**src/rtl/imem_loader.sv**
```systemverilog
// Boot-time program loader: assembles a little-endian byte stream into 32-bit words for the
// instruction memory write port and holds the core in reset until the image is in place.
// Optional: define IMEM_LOADER_CHECKSUM_EN to require a trailing XOR checksum byte.
module imem_loader #(
  parameter int ADDR_W = 10
) (
  input  logic              clk,
  input  logic              rst,
  input  logic              in_valid,
  input  logic [7:0]        in_data,
  output logic              in_ready,
  output logic              imem_we,
  output logic [ADDR_W-1:0] imem_addr,
  output logic [31:0]       imem_wdata,
  output logic              cpu_rst,
  output logic              done,
  output logic              error,
  output logic [ADDR_W:0]   words_loaded
);
  localparam int              MAX_WORDS   = 2 ** ADDR_W;
  localparam logic [16:0]     MAX_WORDS_C = 17'(MAX_WORDS);
  localparam logic [ADDR_W:0] ONE         = {{ADDR_W{1'b0}}, 1'b1};

`ifdef IMEM_LOADER_CHECKSUM_EN
  typedef enum logic [2:0] {S_LEN_LO, S_LEN_HI, S_DATA, S_CSUM, S_DONE, S_ERROR} state_t;
  localparam state_t S_END = S_CSUM;
`else
  typedef enum logic [2:0] {S_LEN_LO, S_LEN_HI, S_DATA, S_DONE, S_ERROR} state_t;
  localparam state_t S_END = S_DONE;
`endif

  state_t            state_q, state_d;
  logic              in_ready_q, in_ready_d;
  logic              imem_we_q, imem_we_d;
  logic [ADDR_W-1:0] imem_addr_q, imem_addr_d;
  logic [31:0]       imem_wdata_q, imem_wdata_d;
  logic              cpu_rst_q, cpu_rst_d;
  logic              done_q, done_d;
  logic              error_q, error_d;
  logic [ADDR_W:0]   words_loaded_q, words_loaded_d;
  logic [ADDR_W:0]   word_idx_q, word_idx_d;
  logic [ADDR_W:0]   len_q, len_d;
  logic [7:0]        len_lo_q, len_lo_d;
  logic [1:0]        byte_idx_q, byte_idx_d;
  logic [31:0]       asm_q, asm_d;
  logic              accept;
  logic [16:0]       len_ext;
  logic [ADDR_W:0]   word_idx_inc;
`ifdef IMEM_LOADER_CHECKSUM_EN
  logic [7:0]        csum_q, csum_d;
`endif

  assign accept       = in_valid && in_ready_q;
  assign len_ext      = {1'b0, in_data, len_lo_q};
  assign word_idx_inc = word_idx_q + ONE;

  for (genvar gi = 0; gi < 4; gi++) begin : g_lane
    assign asm_d[gi*8 +: 8] = (accept && state_q == S_DATA && byte_idx_q == 2'(gi))
                              ? in_data : asm_q[gi*8 +: 8];
  end

`ifdef IMEM_LOADER_CHECKSUM_EN
  always_comb begin
    csum_d = csum_q;
    if (accept && state_q != S_CSUM) csum_d = csum_q ^ in_data;
  end
`endif

  always_comb begin
    state_d        = state_q;
    len_lo_d       = len_lo_q;
    len_d          = len_q;
    byte_idx_d     = byte_idx_q;
    word_idx_d     = word_idx_q;
    imem_we_d      = 1'b0;
    imem_addr_d    = imem_addr_q;
    imem_wdata_d   = imem_wdata_q;
    words_loaded_d = imem_we_q ? words_loaded_q + ONE : words_loaded_q;
    if (accept) begin
      case (state_q)
        S_LEN_LO: begin
          len_lo_d = in_data;
          state_d  = S_LEN_HI;
        end
        S_LEN_HI: begin
          len_d = len_ext[ADDR_W:0];
          if (len_ext > MAX_WORDS_C)  state_d = S_ERROR;
          else if (len_ext == 17'd0)  state_d = S_END;
          else                        state_d = S_DATA;
        end
        S_DATA: begin
          byte_idx_d = byte_idx_q + 2'd1;
          if (byte_idx_q == 2'd3) begin
            imem_we_d    = 1'b1;
            imem_addr_d  = word_idx_q[ADDR_W-1:0];
            imem_wdata_d = asm_d;
            word_idx_d   = word_idx_inc;
            if (word_idx_inc == len_q) state_d = S_END;
          end
        end
`ifdef IMEM_LOADER_CHECKSUM_EN
        S_CSUM: state_d = (in_data == csum_q) ? S_DONE : S_ERROR;
`endif
        default: state_d = state_q;
      endcase
    end
    in_ready_d = !(state_d == S_DONE || state_d == S_ERROR);
    // Leaving DATA straight to DONE delays done one cycle so the final write commits first.
    done_d     = (state_d == S_DONE) && (state_q != S_DATA);
    error_d    = (state_d == S_ERROR);
    cpu_rst_d  = !done_d;
  end

  always_ff @(posedge clk) begin
    if (!rst) begin
      state_q        <= S_LEN_LO;
      in_ready_q     <= 1'b1;
      imem_we_q      <= 1'b0;
      imem_addr_q    <= '0;
      imem_wdata_q   <= '0;
      cpu_rst_q      <= 1'b1;
      done_q         <= 1'b0;
      error_q        <= 1'b0;
      words_loaded_q <= '0;
      word_idx_q     <= '0;
      len_q          <= '0;
      len_lo_q       <= '0;
      byte_idx_q     <= '0;
      asm_q          <= '0;
`ifdef IMEM_LOADER_CHECKSUM_EN
      csum_q         <= '0;
`endif
    end else begin
      state_q        <= state_d;
      in_ready_q     <= in_ready_d;
      imem_we_q      <= imem_we_d;
      imem_addr_q    <= imem_addr_d;
      imem_wdata_q   <= imem_wdata_d;
      cpu_rst_q      <= cpu_rst_d;
      done_q         <= done_d;
      error_q        <= error_d;
      words_loaded_q <= words_loaded_d;
      word_idx_q     <= word_idx_d;
      len_q          <= len_d;
      len_lo_q       <= len_lo_d;
      byte_idx_q     <= byte_idx_d;
      asm_q          <= asm_d;
`ifdef IMEM_LOADER_CHECKSUM_EN
      csum_q         <= csum_d;
`endif
    end
  end

  assign in_ready     = in_ready_q;
  assign imem_we      = imem_we_q;
  assign imem_addr    = imem_addr_q;
  assign imem_wdata   = imem_wdata_q;
  assign cpu_rst      = cpu_rst_q;
  assign done         = done_q;
  assign error        = error_q;
  assign words_loaded = words_loaded_q;
endmodule
```
**config.mk**
```make
export PLATFORM = sky130hd
export DESIGN_NAME = imem_loader
export DESIGN_NICKNAME = d
export VERILOG_FILES = /design/src/rtl/imem_loader.sv
export SDC_FILE = /design/constraint.sdc
export NUM_CORES = 1
export LEC_CHECK = 0
export CORE_ASPECT_RATIO = 0.5
export CORE_MARGIN = 10
export CORE_UTILIZATION = 54
export CTS_CLUSTER_DIAMETER = 80
export CTS_CLUSTER_SIZE = 28
export DETAILED_ROUTE_END_ITERATION = 8
export GPL_ROUTABILITY_DRIVEN = 0
export GPL_TIMING_DRIVEN = 0
export PLACE_DENSITY = 0.85
export SLEW_MARGIN = 20
export SYNTH_ARGS = -nofsm -noshare
export SYNTH_HDL_FRONTEND = slang
export SYNTH_SLANG_ARGS = --single-unit
```
**constraint.sdc**
```tcl
create_clock -name clk -period 2.8 [get_ports clk]
set_clock_uncertainty 0.1 [all_clocks]
set_input_delay 0.28 -clock clk [delete_from_list [all_inputs] [get_ports clk]]
set_output_delay 0.28 -clock clk [all_outputs]
set_load 0.1 [all_outputs]
```
---- Word level (Yosys, flattened, before mapping) ----
Index checks and enable logic that the tools add are counted.
Widths: inputs -> output; s select.
storage, ports and cells
  flip-flop bits (word level) ............. 125
  bits of input ports ..................... 11
  output and inout bits ................... 58
  logic and storage cells ................. 56
cells by class
  add/sub/neg operators ................... 3
  order comparisons ....................... 1
  eq/ne operators ......................... 9
  multiplexer cells ....................... 11
  reduce and logical (&&, ||, !) cells .... 18
operators with widths
  cell                   number
  $mux 8                 4
  $add 11x1->11 const B  2
  $logic_not 17->1       1
  $gt 16x11->1 const B   1
  $mux 3                 4
  $eq 11x11->1           1
  $pmux 3 s3             1
  $logic_and 1x1->1      7
  $eq 3x2->1 const B     2
  $reduce_and 2->1       3
  $reduce_and 3->1       2
  $eq 2x2->1 const B     2
  $eq 3x1->1 const B     1
  $eq 3x3->1 const B     1
  $logic_not 3->1        1
  $ne 3x2->1 const B     1
  $add 2x1->2 const B    1
  $eq 2x1->1 const B     1
  $logic_not 1->1        2
  $logic_not 2->1        1
  $mux 1                 2
  $logic_or 1x1->1       1

---- Longest topological paths before layout ----
Gate-level depths: netlist of run 1.
  depth in word-level cells ............... 9
  gate-level depth with buffers ........... 8
  gate-level depth less buffers ........... 7

---- Least setup slack after synthesis of run 1 ----
Ideal clock, no wire load.
  kind .................................... reg-to-reg
  start ................................... reg in_ready_q, in the netlist in_ready
  end ..................................... reg imem_wdata_q[20], in the netlist imem_wdata[20]
  setup time .............................. 0.117 ns
  arrival time ............................ 2.232 ns
  data required time ...................... 2.583 ns
  slack ................................... 0.351 ns
  stages on the path, launching flop included .. 7
  cell sequence ........................... dfxtp_1 nand3b_1 nor2_4 nand2_1 mux2i_1 nand2_1 o211a_1
on the way
  longest elaborated chain between the ends .. 4
  elaborated cells on any way between the ends .. 5
ends and longest elaborated chain
  item                            RTL line  source
  start: declaration              33        logic in_ready_q, in_ready_d;
  start signal: assignment        135       in_ready_q <= in_ready_d;
  $logic_and 1x1->1 (*)           53        assign accept = in_valid && in_ready_q;
  $logic_and 1x1->1 (2 in a row)  58        assign asm_d[gi*8 +: 8] = (accept && state_q == S_DATA && byte_idx_q == 2'(gi))
  $mux 8                          59        ? in_data : asm_q[gi*8 +: 8];
  end signal: assignment          138       imem_wdata_q <= imem_wdata_d;
  end: declaration                36        logic [31:0] imem_wdata_q, imem_wdata_d;
Every way passes the cells marked *; elsewhere a longest branch is shown, timed or not.
A chain may end at the register's enable or synchronous reset.

---- Worst setup path in the final report of run 1 ----
  start ................................... reg word_idx_q[1]
  end ..................................... reg in_ready_q, in the netlist in_ready
on the way
  longest elaborated chain between the ends .. 9
  elaborated cells on any way between the ends .. 10
ends and longest elaborated chain
  item                                      RTL line  source
  start: declaration                        41        logic [ADDR_W:0] word_idx_q, word_idx_d;
  start signal: assignment                  143       word_idx_q <= word_idx_d;
  $add 11x1->11 (*)                         55        assign word_idx_inc = word_idx_q + ONE;
  $eq 11x11->1 (*)                          98        if (word_idx_inc == len_q) state_d = S_END;
  $mux 3 (*)                                98
  $mux 3 (*)                                93        if (byte_idx_q == 2'd3) begin
  $pmux 3 s3 (*)                            80        case (state_q)
  $mux 3 (*)                                79        if (accept) begin
  $eq 3x2->1 or $eq 3x3->1 (tied branches)  107       in_ready_d = !(state_d == S_DONE || state_d == S_ERROR);
  $logic_or 1x1->1 (*)                      107
  $logic_not 1->1 (*)                       107
Marks and branches as above.

==> impl.org, run 1 <==
** Run status
- The flow ran to the end, and the final reports show no timing, DRC or antenna violations.

** Clock tree
- Clock-pin slew was measured on the worst setup and hold paths at 0.06 ns.
- CTS tree :: built
- CTS buffer count :: 17
- Buffers inserted to repair hold after CTS numbered 0.
- Clock sink count :: approximately 120
- Maximum buffer depth of the clock tree :: 2
- In this run the post-CTS setup repair buffer count came out at 0.
- Clock tree root driver cell :: sky130_fd_sc_hd__clkbuf_16
- CTS built an H-tree with a depth of 4.
- Clock network latency to the later pin of the worst-skew pair :: around 0.42 ns
- Post-CTS repair changed the size of 0 cells.

** Routing
- Post-DR vias/cell :: around 5.4
- After the first detailed-routing iteration, the DRC count stood at between 200 and 250.
- After detailed routing, the number of remaining DRC violations is 0.
- The final route contains between 3000 and 4000 vias.
- Final WL :: 12740 µm
- In this run the remaining antenna-violating nets after routing total 0.
- Detailed Routing Iterations Pass 1 :: 5
- Average wire per standard cell :: between 15 and 20 µm

** Final layout
- The final layout contains between 600 and 700 nets.
- For this run, the share of the core covered by cells in the final layout is 0.7239.
- Commonest cells after routing, fill and taps aside :: sky130_fd_sc_hd__dfxtp_1, sky130_fd_sc_hd__nand2_1, sky130_fd_sc_hd__clkdlybuf4s50_1, sky130_fd_sc_hd__nor2b_1, sky130_fd_sc_hd__mux2i_1
- Number of diodes :: 0
- Leaving out fill and tap cells, the most frequent cell in the layout is sky130_fd_sc_hd__dfxtp_1.
- The finished cells cover roughly 6400 µm².
- Growth of design area from synthesis to finish :: 28.92%
- Layout cell share with drive strength beyond 1 :: 0.08455

** Timing
- Fin. max-slew vios :: 0
- Setup repair after global routing missed its margin :: false
- After layout, the worst setup slack is 0.2246 ns.
- Worst slew pin tran :: between 1 and 1.5 ns
- The routed design could run at a clock period as short as 2.575 ns.
- Setup Viol. Count Final :: 0
- Slew headroom :: 0.3264
- Of the available clock period, the critical path in the final layout requires 0.9198.
- On the final layout, the worst hold slack is approximately 0.23 ns.
- For the final routed database, the setup TNS stands at 0 ns.
- The hold violation count in the final report is 0.
- Fmax :: 388.3 MHz

** Power and ir drop
- Combinational cell fraction of total power :: 0.047
- The share of total power dissipated in the clock network is 0.543.
- In this run the power spent charging and discharging nets is 0.0009273 W.
- Power density of the placed cells :: between 600 and 700 nW/µm²
- Of the total power, the share spent switching nets is 0.2232.
- Across the VDD grid, the largest voltage drop is 444.7 µV.
- Summed over all cells, the static leakage comes to approximately 2.8 nW.
- The internal portion of the total power is about 0.0032 W.
- Seq pwr share :: 0.410

** Placed design
- Half-perimeter wire length of the detailed placement result :: approximately 8400 µm
- Prior to clock tree synthesis, the placed netlist has a worst setup slack of roughly 0.24 ns.
- Input and output buffers added on the ports amount to 67.
- Post-place instance area :: between 5000 and 6000 µm²

** GRT
- For this run, the total global-route usage over all layers was measured as 0.1908.
- The number of global-route vias before repair came to 4094.
- Maximum number of pins on one net before global-route repair :: 17
- First-pass GRT wire length :: approximately 21000 µm
- The initial antenna violation count was 0.
- Summed over all layers, the global routing overflow is 0.

** Synthesis
- Number of different library cells in the post-synthesis netlist :: 42
- After synthesis, the largest family of logic cells by area is simple AND/OR/NAND/NOR gates.
- During synthesis, Yosys emitted a total of 0 warnings.
- Synthesis handed over a netlist of 517 instances.
- Of the total synthesized cell area, the portion taken by AND, OR, NAND and NOR gates is 0.2211.
- Post-synth design cell area :: slightly below 5000 µm²
- Mean instance size in the synthesized netlist :: approximately 9.6 µm²
- Number of synthesized flops with an enable pin :: 0
- Fraction of registers with async set/reset :: 0
- Flop and latch count out of synthesis :: between 100 and 150
- Of the total synthesized cell area, the portion taken by full adders, half adders and majority gates is 0.01514.
- Measured against the total synthesized area, the mux share comes to 0.07067.
- Syn Nets :: around 530
- The area fraction in compound gates after synthesis came to 0.1209.
- Main synth FF type :: sky130_fd_sc_hd__dfxtp_1
- Of the total synthesized cell area, the portion taken by XOR and XNOR cells is 0.06360.
- For this run, the register share of the synthesized area comes to 0.4725.

** Flow run
- Number of max-cap violations :: 0

** Die
- Overall die height :: 87.75 µm
- Cell row count :: 24
- Die X-Extent :: roughly 160 µm
- Top-Level Pins :: 69
- Core area :: between 8000 and 9000 µm²
- The die covers around 14000 µm².
- For this configuration, the core starts out at a cell density of 0.5615.

** Setup path
- For the worst setup path, the data arrival time is 2.76 ns.
- The worst setup path is of the reg -> reg kind.
- Of all nets on the critical path, the largest fanout is 10.
- Critical path startpoint category :: flop
- Data on the critical path is required at its endpoint by about 3.0 ns.
- Endpoint class of the critical path :: flop

** Min path
- Min-delay worst type :: in -> reg
[flip-flops by register name, indices dropped and copies added, names as in the netlist]
| name | flops |
|---|---|
| asm_q | 24 |
| byte_idx_q | 2 |
| cpu_rst | 1 |
| done | 1 |
| error | 1 |
| imem_addr | 10 |
| imem_wdata | 32 |
| imem_we | 1 |
| in_ready | 1 |
| len_lo_q | 8 |
| len_q | 11 |
| state_q | 3 |
| word_idx_q | 11 |
| words_loaded | 11 |
[final timing paths]
path,from,endpoint,slack (ns),cells past startpoint
max reg2reg,word_idx_q[1],in_ready,0.22,8
max,word_idx_q[1],in_ready,0.22,8
min reg2reg,imem_addr[3],imem_addr[3],0.37,2
min,in_data[2],imem_wdata[26],0.23,3
[per-layer routing]
metal,global-route usage,wire (µm),vias to the layer above
met5,0,0,-
met4,0.08699,207,0
met3,0.05675,949,20
met2,0.3192,6141,114
met1,0.2252,5440,1897
li1,-,-,1923
[power groups by stage]
stage | logic, W | clock network (W) | registers (W)
finish | 0.000197 | 0.00225 | 0.00170
CTS | 0.000195 | 0.00227 | 0.00170
detailed placement | 0.000191 | 0 | 0.00174
global placement | 0.000187 | 0 | 0.00174
floorplan | 0.000113 | 0 | 0.00175
global route | 0.000210 | 0.00235 | 0.00170
[synthesized netlist by cell type (all sizes together), types with 4 or more instances]
cell,instances,share of area
nor3,6,0.0091
buf,16,0.019
nand4,6,0.0076
inv,4,0.0030
nor2b,36,0.045
a21boi,30,0.045
a21oi,5,0.0050
mux2i,35,0.071
nand2,87,0.066
nor2,10,0.0091
clkbuf,19,0.014
nand3,21,0.021
and2,25,0.032
o211a,25,0.050
dfxtp,117,0.47
ha,6,0.015
and3,6,0.0076
xor2,14,0.025
xnor2,22,0.039
[stage by stage]
step	power, W	cells
3_5_place_dp	0.001929	701
5_1_grt	0.004260	732
2_1_floorplan	0.001862	517
4_1_cts	0.004168	732
6_report	0.004154	732
3_3_place_gp	0.001924	701
[cells by family after synthesis]
group	after synthesis
adders and majority gates	6
muxes	35
xor gates and xnor gates	36
AOI/OAI and AO/OA	72
DFF	117
and+or+nand+nor	212
buffers and inverters	39
[worst max-delay path, stage by stage, from the launching register on]
cell	delay (ns)
sky130_fd_sc_hd__dfxtp_1	0.42
sky130_fd_sc_hd__ha_1	0.27
sky130_fd_sc_hd__buf_4	0.19
sky130_fd_sc_hd__nand3b_1	0.10
sky130_fd_sc_hd__a221oi_2	0.26
sky130_fd_sc_hd__o22ai_1	0.12
sky130_fd_sc_hd__or4_1	0.55
sky130_fd_sc_hd__o31ai_2	0.31
sky130_fd_sc_hd__a21oi_1	0.13
[area by class of cell]
class,count,area [µm²]
multi-input cells,361,2436
inverters,4,15.01
clock inverters,11,148.9
flip-flops and latches,117,2344
clock buffers,20,466.7
repair buffers,67,670.6
fillers,625,2437
plain buffers,35,163.9
well taps,117,146.4
No activity file was read; power rests on OpenSTA's default activity.
==> run 2, diff against run 1 <==
--- a/config.mk
+++ b/config.mk
@@ -14,7 +14,6 @@
 export GPL_ROUTABILITY_DRIVEN = 0
 export GPL_TIMING_DRIVEN = 0
 export PLACE_DENSITY = 0.85
-export SLEW_MARGIN = 20
 export SYNTH_ARGS = -nofsm -noshare
 export SYNTH_HDL_FRONTEND = slang
 export SYNTH_SLANG_ARGS = --single-unit
==> results of run 2 <==
Same layout as run 1: the final DEF is identical, and so are final timing and power.
